[config.mk]
export PLATFORM = sky130hd
export DESIGN_NAME = mem_port_arbiter_flat
export DESIGN_NICKNAME = d
export VERILOG_FILES = /design/src/rtl/mem_port_arbiter_pkg.sv /design/src/rtl/mem_port_arbiter_if.sv /design/src/rtl/mem_port_arbiter_pick.sv /design/src/rtl/mem_port_arbiter.sv /design/src/flat_wrapper.sv
export SDC_FILE = /design/constraint.sdc
export NUM_CORES = 1
export LEC_CHECK = 0
export BUFFER_PORTS_ARGS = -buffer_cell sky130_fd_sc_hd__buf_4
export CORE_AREA = 10 10 127 129
export DETAILED_ROUTE_END_ITERATION = 12
export DIE_AREA = 0 0 137 139
export GPL_ROUTABILITY_DRIVEN = 0
export PLACE_DENSITY = 0.63
export SLEW_MARGIN = 20
export SYNTH_ARGS = -nofsm -noshare
export SYNTH_HDL_FRONTEND = slang
export SYNTH_HIERARCHICAL = 1
export SYNTH_SLANG_ARGS = --single-unit
[constraint.sdc]
create_clock -name clk -period 1.8 [get_ports clk]
set_input_delay 0.18 -clock clk [delete_from_list [all_inputs] [get_ports clk]]
set_output_delay 0.18 -clock clk [all_outputs]
set_load 0.03 [all_outputs]
[src/rtl/mem_port_arbiter_pkg.sv]
// Shared types for the instruction/data memory port arbiter.
// Holds FSM state, grant side and the muxed request bundle.
package rv32i_types;

  typedef enum logic [1:0] {
    IDLE,
    SERVE_I,
    SERVE_D
  } arb_state_t;

  typedef enum logic {
    SIDE_I,
    SIDE_D
  } arb_side_t;

  typedef struct packed {
    logic [31:0] addr;
    logic [3:0]  rmask;
    logic [3:0]  wmask;
    logic [31:0] wdata;
  } mem_req_t;

  localparam mem_req_t REQ_NONE = '0;

  function automatic logic req_pending(
    input logic [3:0] rmask,
    input logic [3:0] wmask
  );
    return |{rmask, wmask};
  endfunction

endpackage

[src/rtl/mem_port_arbiter_if.sv]
// Simple memory request/response bus used on all three arbiter ports.
// The requester drives the request fields; the responder returns rdata/resp.
interface mem_port_arbiter_if;

  logic [31:0] addr;
  logic [3:0]  rmask;
  logic [3:0]  wmask;
  logic [31:0] wdata;
  logic [31:0] rdata;
  logic        resp;

  modport master (
    output addr, rmask, wmask, wdata,
    input  rdata, resp
  );

  modport slave (
    input  addr, rmask, wmask, wdata,
    output rdata, resp
  );

endinterface

[src/rtl/mem_port_arbiter_pick.sv]
// Two-way picker: lock favours data, otherwise round-robin
// against the side that was granted last.
module mem_arb_pick
  import rv32i_types::*;
(
  input  logic      imem_req,
  input  logic      dmem_req,
  input  logic      lock,
  input  arb_side_t last_grant,
  output logic      valid,
  output arb_side_t side
);

  always_comb begin
    valid = imem_req | dmem_req;
    side  = SIDE_I;
    unique case (1'b1)
      imem_req & dmem_req & lock:
        side = SIDE_D;
      imem_req & dmem_req & ~lock:
        side = (last_grant == SIDE_I) ? SIDE_D : SIDE_I;
      dmem_req & ~imem_req:
        side = SIDE_D;
      default:
        side = SIDE_I;
    endcase
  end

endmodule

[src/rtl/mem_port_arbiter.sv]
// Shares one memory port between instruction fetch and data access.
// One transaction at a time, with an idle bubble between grants.
module mem_port_arbiter
  import rv32i_types::*;
#(
  parameter int CNT_W = 32
) (
  input  logic               clk,
  input  logic               rst,
  input  logic               lock,
  mem_port_arbiter_if.slave  imem,
  mem_port_arbiter_if.slave  dmem,
  mem_port_arbiter_if.master mem,
  output logic [CNT_W-1:0]   contention_cnt
);

  arb_state_t       state_q, state_d;
  arb_side_t        last_q, last_d;
  logic [CNT_W-1:0] cnt_q, cnt_d;
  logic             imem_req, dmem_req;
  logic             pick_valid, waiting;
  arb_side_t        pick_side;
  mem_req_t         mreq;
  logic             unused_imem;

  assign imem_req = |imem.rmask;
  assign dmem_req = req_pending(dmem.rmask, dmem.wmask);

  // Instruction side is read-only.
  assign unused_imem = ^{imem.wmask, imem.wdata};

  mem_arb_pick u_pick (
    .imem_req   (imem_req),
    .dmem_req   (dmem_req),
    .lock       (lock),
    .last_grant (last_q),
    .valid      (pick_valid),
    .side       (pick_side)
  );

  always_ff @(posedge clk) begin
    if (rst) begin
      state_q <= IDLE;
      last_q  <= SIDE_I;
      cnt_q   <= '0;
    end else begin
      state_q <= state_d;
      last_q  <= last_d;
      cnt_q   <= cnt_d;
    end
  end

  always_comb begin
    state_d = state_q;
    last_d  = last_q;
    unique case (state_q)
      IDLE: begin
        if (pick_valid) begin
          state_d = (pick_side == SIDE_D) ? SERVE_D : SERVE_I;
          last_d  = pick_side;
        end
      end
      SERVE_I, SERVE_D: begin
        if (mem.resp) state_d = IDLE;
      end
      default: state_d = IDLE;
    endcase
  end

  always_comb begin
    mreq      = REQ_NONE;
    imem.resp = 1'b0;
    dmem.resp = 1'b0;
    if (!rst) begin
      unique case (state_q)
        SERVE_I: begin
          mreq.addr  = imem.addr;
          mreq.rmask = imem.rmask;
          imem.resp  = mem.resp;
        end
        SERVE_D: begin
          mreq.addr  = dmem.addr;
          mreq.rmask = dmem.rmask;
          mreq.wmask = dmem.wmask;
          mreq.wdata = dmem.wdata;
          dmem.resp  = mem.resp;
        end
        default: ;
      endcase
    end
  end

  assign mem.addr   = mreq.addr;
  assign mem.rmask  = mreq.rmask;
  assign mem.wmask  = mreq.wmask;
  assign mem.wdata  = mreq.wdata;
  assign imem.rdata = mem.rdata;
  assign dmem.rdata = mem.rdata;

  assign waiting = (state_q == SERVE_I && dmem_req)
                || (state_q == SERVE_D && imem_req);

  // Saturating wait counter.
  assign cnt_d = (waiting && !(&cnt_q))
               ? cnt_q + CNT_W'(1) : cnt_q;

  assign contention_cnt = cnt_q;

  a_hold_i: assert property (@(posedge clk) disable iff (rst)
    (state_d == SERVE_I) |=>
      (rst || (imem_req && $stable(imem.addr)
               && $stable(imem.rmask))));

  a_hold_d: assert property (@(posedge clk) disable iff (rst)
    (state_d == SERVE_D) |=>
      (rst || (dmem_req && $stable(dmem.addr)
               && $stable(dmem.rmask)
               && $stable(dmem.wmask)
               && $stable(dmem.wdata))));

  a_one_resp: assert property (@(posedge clk)
    !(imem.resp && dmem.resp));

endmodule

[src/flat_wrapper.sv]
// flat-port wrapper written by rule: the top's interface ports become plain ports
module mem_port_arbiter_flat import rv32i_types::*;
#(
  parameter int CNT_W = 32
)
  (clk, rst, lock, contention_cnt, imem_addr, imem_rmask, imem_wmask, imem_wdata, imem_rdata, imem_resp, dmem_addr, dmem_rmask, dmem_wmask, dmem_wdata, dmem_rdata, dmem_resp, mem_addr, mem_rmask, mem_wmask, mem_wdata, mem_rdata, mem_resp);
  mem_port_arbiter_if imem_i ();
  mem_port_arbiter_if dmem_i ();
  mem_port_arbiter_if mem_i ();
  input  logic clk;
  input  logic rst;
  input  logic lock;
  output logic [CNT_W-1:0] contention_cnt;
  input wire logic [$bits(imem_i.addr)-1:0] imem_addr;
  input wire logic [$bits(imem_i.rmask)-1:0] imem_rmask;
  input wire logic [$bits(imem_i.wmask)-1:0] imem_wmask;
  input wire logic [$bits(imem_i.wdata)-1:0] imem_wdata;
  output wire logic [$bits(imem_i.rdata)-1:0] imem_rdata;
  output wire logic [$bits(imem_i.resp)-1:0] imem_resp;
  input wire logic [$bits(dmem_i.addr)-1:0] dmem_addr;
  input wire logic [$bits(dmem_i.rmask)-1:0] dmem_rmask;
  input wire logic [$bits(dmem_i.wmask)-1:0] dmem_wmask;
  input wire logic [$bits(dmem_i.wdata)-1:0] dmem_wdata;
  output wire logic [$bits(dmem_i.rdata)-1:0] dmem_rdata;
  output wire logic [$bits(dmem_i.resp)-1:0] dmem_resp;
  output wire logic [$bits(mem_i.addr)-1:0] mem_addr;
  output wire logic [$bits(mem_i.rmask)-1:0] mem_rmask;
  output wire logic [$bits(mem_i.wmask)-1:0] mem_wmask;
  output wire logic [$bits(mem_i.wdata)-1:0] mem_wdata;
  input wire logic [$bits(mem_i.rdata)-1:0] mem_rdata;
  input wire logic [$bits(mem_i.resp)-1:0] mem_resp;
  assign imem_i.addr = imem_addr;
  assign imem_i.rmask = imem_rmask;
  assign imem_i.wmask = imem_wmask;
  assign imem_i.wdata = imem_wdata;
  assign imem_rdata = imem_i.rdata;
  assign imem_resp = imem_i.resp;
  assign dmem_i.addr = dmem_addr;
  assign dmem_i.rmask = dmem_rmask;
  assign dmem_i.wmask = dmem_wmask;
  assign dmem_i.wdata = dmem_wdata;
  assign dmem_rdata = dmem_i.rdata;
  assign dmem_resp = dmem_i.resp;
  assign mem_addr = mem_i.addr;
  assign mem_rmask = mem_i.rmask;
  assign mem_wmask = mem_i.wmask;
  assign mem_wdata = mem_i.wdata;
  assign mem_i.rdata = mem_rdata;
  assign mem_i.resp = mem_resp;
  mem_port_arbiter #(.CNT_W(CNT_W)) u_core (.clk(clk), .rst(rst), .lock(lock), .imem(imem_i), .dmem(dmem_i), .mem(mem_i), .contention_cnt(contention_cnt));
endmodule
# After elaboration in Yosys (flattened, before gate mapping)
# Index checks and enable logic that the tools add are counted.
[word_totals]
input_bits = 180
reg_bits = 35
[classes]
n_eq_ne = 4
bitwise = 7
addsub = 1
n_reduce_logical = 13
n_mux = 13
[op_table]
columns = ["cell", "count"]
rows = [
  ["two-way mux 72 bit", 1],
  ["one-hot mux 36 bit (2 select lines)", 1],
  ["two-way mux 36 bit", 1],
  ["adder 32 x 1 -> 32 bit (second input constant)", 1],
  ["AND reduction 32 bit", 1],
  ["OR reduction 8 bit", 1],
  ["two-way mux 2 bit", 3],
  ["two-way mux 1 bit", 5],
  ["AND 1 bit", 4],
  ["one-hot mux 2 bit (2 select lines)", 1],
  ["AND reduction 2 bit", 2],
  ["OR reduction 2 bit", 2],
  ["OR reduction 4 bit", 1],
  ["logical AND 1 bit", 3],
  ["== test 2 x 1 -> 1 bit (second input constant)", 1],
  ["== test 2 bit (second input constant)", 1],
  ["logical NOT 2 bit", 1],
  ["inequality test 2 x 1 -> 1 bit (second input constant)", 1],
  ["inequality test 2 bit (second input constant)", 1],
  ["NOT 1 bit", 2],
  ["one-hot mux 1 bit (2 select lines)", 1],
  ["logical NOT 1 bit", 1],
  ["logical OR 1 bit", 1],
  ["bitwise OR 1 bit", 1],
]

# Longest topological paths before layout
[depth]
depth_word = 8
mapped_depth = 8
mapped_depth_nobuf = 7

# Cells and area by module
# Netlist, hierarchy kept.
[modules_own_cells]
columns = ["mod", "seq_area_each_um2", "area_per_inst_um2", "cells_each", "n_inst"]
rows = [
  ["mem_port_arbiter", 700.7, 3148.0, 425, 1],
  ["mem_arb_pick", 0.0, 20.0, 4, 1],
]

# Worst setup path before layout
# Ideal clock, no wire load.
[synth_path]
path_type = "register to register"
start = "register u_core.cnt_q[8] (netlist: u_core/contention_cnt[8])"
end = "register u_core.cnt_q[1] (netlist: u_core/contention_cnt[1])"
stages_incl_launch_ff = 8
required_ns = 1.685
setup_ns = 0.115
arrival_ns = 2.073
setup_slack_ns = -0.388
path_cell_list = "dfxtp_1 > nand4_1 > nor4_4 > and3_1 > buf_2 > buf_2 > nor3b_1 > o21ba_1"
[synth_between]
elab_chain_cells = 3
[synth_lines]
columns = ["item", "line", "text"]
rows = [
  ["from (decl)", "mem_port_arbiter.sv:19", "logic [CNT_W-1:0] cnt_q, cnt_d;"],
  ["from (signal assigned)", "mem_port_arbiter.sv:49", "cnt_q <= cnt_d;"],
  ["AND reduction 32 bit", "mem_port_arbiter.sv:104", "assign cnt_d = (waiting && !(&cnt_q))"],
  ["logical NOT 1 bit", "mem_port_arbiter.sv:104", ""],
  ["logical AND 1 bit", "mem_port_arbiter.sv:104", ""],
]
# Every way passes these cells.
# A chain may end at the register's enable or synchronous reset.

# Worst setup path in the final report
[layout_path]
start = "register u_core.state_q[0]"
end = "output port mem_addr[19]"
[layout_between]
elab_chain_cells = 3
[layout_lines]
columns = ["item", "line", "text"]
rows = [
  ["from (decl)", "mem_port_arbiter.sv:17", "arb_state_t state_q, state_d;"],
  ["from (signal assigned)", "mem_port_arbiter.sv:47", "state_q <= state_d;"],
  ["== test 2 bit or == test 2 x 1 -> 1 bit (tied branches)", "mem_port_arbiter.sv:75", "unique case (state_q)"],
  ["one-hot mux 36 bit (2 select lines) (*)", "mem_port_arbiter.sv:75", ""],
  ["two-way mux 72 bit (*)", "mem_port_arbiter.sv:74", "if (!rst) begin"],
  ["to (decl)", "flat_wrapper.sv:26", "output wire logic [$bits(mem_i.addr)-1:0] mem_addr;"],
]
# Every way passes the cells marked *; elsewhere a longest branch is shown, timed or not.

==> results_dict.tcl <==
set metrics [dict create \
    unrepaired_setup_endpoints_after_global_routing "true" \
    status "finished, violations left" \
    grt.overflow.total 0 \
    place.detailed.hpwl_um 12100 \
    power_frac_seq_pct 24.5 \
    clockRootBuffer "sky130_fd_sc_hd__clkbuf_16" \
    synthArstFlopShare_pct 0 \
    cts_buffers 5 \
    multiInputGateArea_um2 2430 \
    cap_violations 0 \
    fin_ws_ps -86.8 \
    design.die.area_um2 19000 \
    number_of_failing_hold_endpoints_at_the_final_stage 0 \
    ff2ff_setup_slack_ps -90 \
    grt_pass1_wl_um 23600 \
    maxClockFrequency_mhz 530 \
    clkSinkCount 35 \
    clk_path_buf_depth 2 \
    ir_worst_vdd_mv 0.315 \
    min_delay_path_depth 3 \
    hp-class "input pin to flip-flop" \
    hold-path-endpoint "u_core/contention_cnt[2]" \
    cp_data_required_time_ps 1620 \
    routed_wire_per_std_cell_um 19.3 \
    drcViolationCount 0 \
    final_period_minus_worst_setup_slack_ps 1890 \
    clock_insertion_delay_worst_skew_ps 280 \
    cts_tree "done" \
    place.port_buffers 217 \
    syn_area_um2 3170 \
    postSynth.topFlopCell "sky130_fd_sc_hd__dfxtp_1" \
    cellLeakagePower_nw 2.83 \
    floorplan.core_area_um2 13700 \
    postSynthNetCount 613 \
    route.vias.total 4106 \
    drive_above_1_share_pct 73.8 \
    synthesis.yosys.warnings 6 \
    arrival_ps 1710 \
    layout_worst_path_cycle_share_pct 105 \
    antenna_violations_before_repair 0 \
    critical_path.max_fanout 18 \
    wl_um 16500 \
    cts-hold-fix-buffers 0 \
    timing.setup.critical_path_class "flip-flop to output port" \
    placement_rows 43 \
    reg2reg_from "u_core/state_q[1]" \
    final_nets 856 \
    insertedDiodeCount 0 \
    finalNonFillerCells 853 \
    clockPowerShare_pct 26.0 \
    failed_checks "negative setup slack" \
    netSwitchingFraction_pct 35.2 \
    drt_pass1_iterations 4 \
    internal_power_component_mw 2.12 \
    holdCritStartpoint "rst" \
    report.final.setup_viol 68 \
    vias_per_cell 4.81 \
    fillerInstances 1277 \
    chipHeight_um 139 \
    synth.lib_cells_used.distinct 49 \
    flop_and_latch_count_out_of_synthesis 35 \
    initial_standard_cell_utilization_of_the_core_pct 23.2 \
    worstReg2RegEnd "u_core/contention_cnt[26]" \
    ctsHtreeMaxLevel 2 \
    die_width_um 137 \
    synthCells 429 \
    syn_area_per_cell_um2 7.38 \
    first_global_vias 4317 \
    clkTransAtPathRegs_ps 50 \
    ys_seq_area_share_pct 22.1 \
    area_growth_pct 106 \
    finalMaxSlewViolations 0 \
    grtUsageTotal_pct 15.3 \
    p_switching_mw 1.15 \
    share_comb_of_total_power_pct 49.4 \
    max_slew_headroom_at_the_worst_pin_pct 77.1 \
    worst-r2r-cell-count 9 \
    drt-initial-drc-count 238 \
    ff_latch_area_um2 761 \
    worst_setup_path_start_kind "flip-flop" \
    totalPowerFinal_mw 3.27 \
    finalClockSkew_ps 7.81 \
    power_per_cell_area_nw_per_um2 500 \
    postRouteAntennaNets 0 \
    io_pins 350 \
    worst_setup_path_startpoint "u_core/state_q[0]" \
    dpl.cell_count 818 \
    worst-slew-pin-transition_ps 341 \
    synth_edf_count 0 \
    worst_setup_path_end_kind "output port" \
    grt_start_max_net_pins 38 \
]
-- cells in the mapped netlist (2+ instances only) --
cell / number / area share [%]
sky130_fd_sc_hd__a21oi_1: 24 / 3.8
sky130_fd_sc_hd__a22oi_1: 36 / 8.5
sky130_fd_sc_hd__and2_1: 39 / 7.7
sky130_fd_sc_hd__and3_1: 3 / 0.59
sky130_fd_sc_hd__buf_1: 2 / 0.24
sky130_fd_sc_hd__buf_2: 3 / 0.47
sky130_fd_sc_hd__buf_4: 65 / 15
sky130_fd_sc_hd__clkbuf_1: 20 / 2.4
sky130_fd_sc_hd__dfxtp_1: 35 / 22
sky130_fd_sc_hd__ha_1: 4 / 1.6
sky130_fd_sc_hd__inv_1: 7 / 0.83
sky130_fd_sc_hd__mux2_1: 2 / 0.71
sky130_fd_sc_hd__mux2_2: 3 / 1.1
sky130_fd_sc_hd__nand2_1: 18 / 2.1
sky130_fd_sc_hd__nand2b_1: 3 / 0.59
sky130_fd_sc_hd__nand3_1: 11 / 1.7
sky130_fd_sc_hd__nand4_1: 8 / 1.6
sky130_fd_sc_hd__nand4_2: 2 / 0.79
sky130_fd_sc_hd__nor2_1: 51 / 6.0
sky130_fd_sc_hd__nor2b_1: 8 / 1.6
sky130_fd_sc_hd__nor3_1: 2 / 0.32
sky130_fd_sc_hd__nor3b_1: 2 / 0.47
sky130_fd_sc_hd__nor4_1: 7 / 1.4
sky130_fd_sc_hd__o2111ai_1: 3 / 0.83
sky130_fd_sc_hd__o21ai_0: 12 / 1.9
sky130_fd_sc_hd__o31ai_1: 13 / 3.1
sky130_fd_sc_hd__or3_1: 9 / 1.8
sky130_fd_sc_hd__or4_1: 16 / 3.8
-- logic make-up (layout without fill, tap and decap cells) --
group           count (synthesis)  after routing  share of synthesized area [%]
flops                          35             35                           22.1
mux                             6              6                           2.09
compound gates                100            100                           21.8
simple gates                  186            186                           32.8
xor+xnor                        1              1                          0.277
buf+inv                        97            341                           19.3
fa+ha+maj                       4              4                           1.58
-- critical path: stages (launching register included) --
cell and delay [ps]:
sky130_fd_sc_hd__dfxtp_2 360, sky130_fd_sc_hd__inv_2 60, sky130_fd_sc_hd__ha_4 170, sky130_fd_sc_hd__buf_4 150
sky130_fd_sc_hd__buf_16 150, sky130_fd_sc_hd__a22oi_1 310, sky130_fd_sc_hd__nor2_2 80, sky130_fd_sc_hd__buf_6 150
-- sequential cells by signal, indices dropped and copies added (netlist names) --
name	cells
u_core/contention_cnt	32
u_core/last_q	1
u_core/state_q	2
-- metrics by stage --
step	hold WS (ps)	instance area, um^2	utilization [%]	worst slack [ps]	setup TNS (ps)
after global routing	360	6540	47.8	-160	-7850
after CTS	344	6210	45.5	-84.5	-3870
after global placement	360	5220	38.2	-178	-3990
after detailed placement	360	5220	38.2	-188	-7240
final	354	6540	47.8	-86.8	-3090
after floorplan	436	3300	-	-126	-560
-- area by class of cell --
class	instances	share of cell area, %
timing repair buffer	326	45.1
multi-input combinational	297	37.2
sequential	35	11.6
tap	180	3.44
clock buffer	6	1.97
inverter	7	0.402
clock inverter	2	0.191
-- worst max-delay path by stage --
stage / end / slack (ps) / cells after the start
after floorplan: u_core/contention_cnt[22] / -130 / 5
after global placement: u_core/contention_cnt[31] / -180 / 8
after detailed placement: u_core/contention_cnt[31] / -190 / 8
after CTS: u_core/contention_cnt[28] / -80 / 9
after global routing: u_core/contention_cnt[26] / -160 / 7
final: mem_addr[19] / -90 / 7
-- power groups by stage --
stage | combinational [mW] | clock [mW] | sequential [mW]
after CTS | 1.49 | 0.862 | 0.804
after global placement | 1.04 | 0 | 0.813
final | 1.62 | 0.851 | 0.802
after floorplan | 0.811 | 0 | 0.831
after global routing | 1.70 | 0.890 | 0.804
after detailed placement | 1.06 | 0 | 0.815
-- cells in the final DEF (no fill, tap or decap), drive strengths merged, types with 3 or more instances in the layout --
| master | count |
|---|---|
| a21oi | 24 |
| a22oi | 36 |
| and2 | 40 |
| and3 | 3 |
| buf | 322 |
| clkbuf | 10 |
| dfxtp | 35 |
| ha | 4 |
| inv | 7 |
| mux2 | 5 |
| nand2 | 18 |
| nand2b | 3 |
| nand3 | 11 |
| nand4 | 10 |
| nor2 | 51 |
| nor2b | 8 |
| nor4 | 9 |
| o2111ai | 4 |
| o21ai | 13 |
| o31ai | 13 |
| or3 | 9 |
| or4 | 16 |
-- repair_timing --
action,CTS,global route
gates resized for setup,176,60
buffers inserted,14,7
pin swaps,40,34
endpoints found under the setup margin,100,103
cloned,6,5
-- routing by layer --
layer | track usage, % | part of all wire (%) | wire, um
met5 | 0 | 0 | 0
met4 | 4.22 | 1.6 | 261
met3 | 3.37 | 6.5 | 1080
met2 | 28.2 | 54 | 8870
met1 | 16.8 | 38 | 6260
Power figures use the tool's default switching activity.
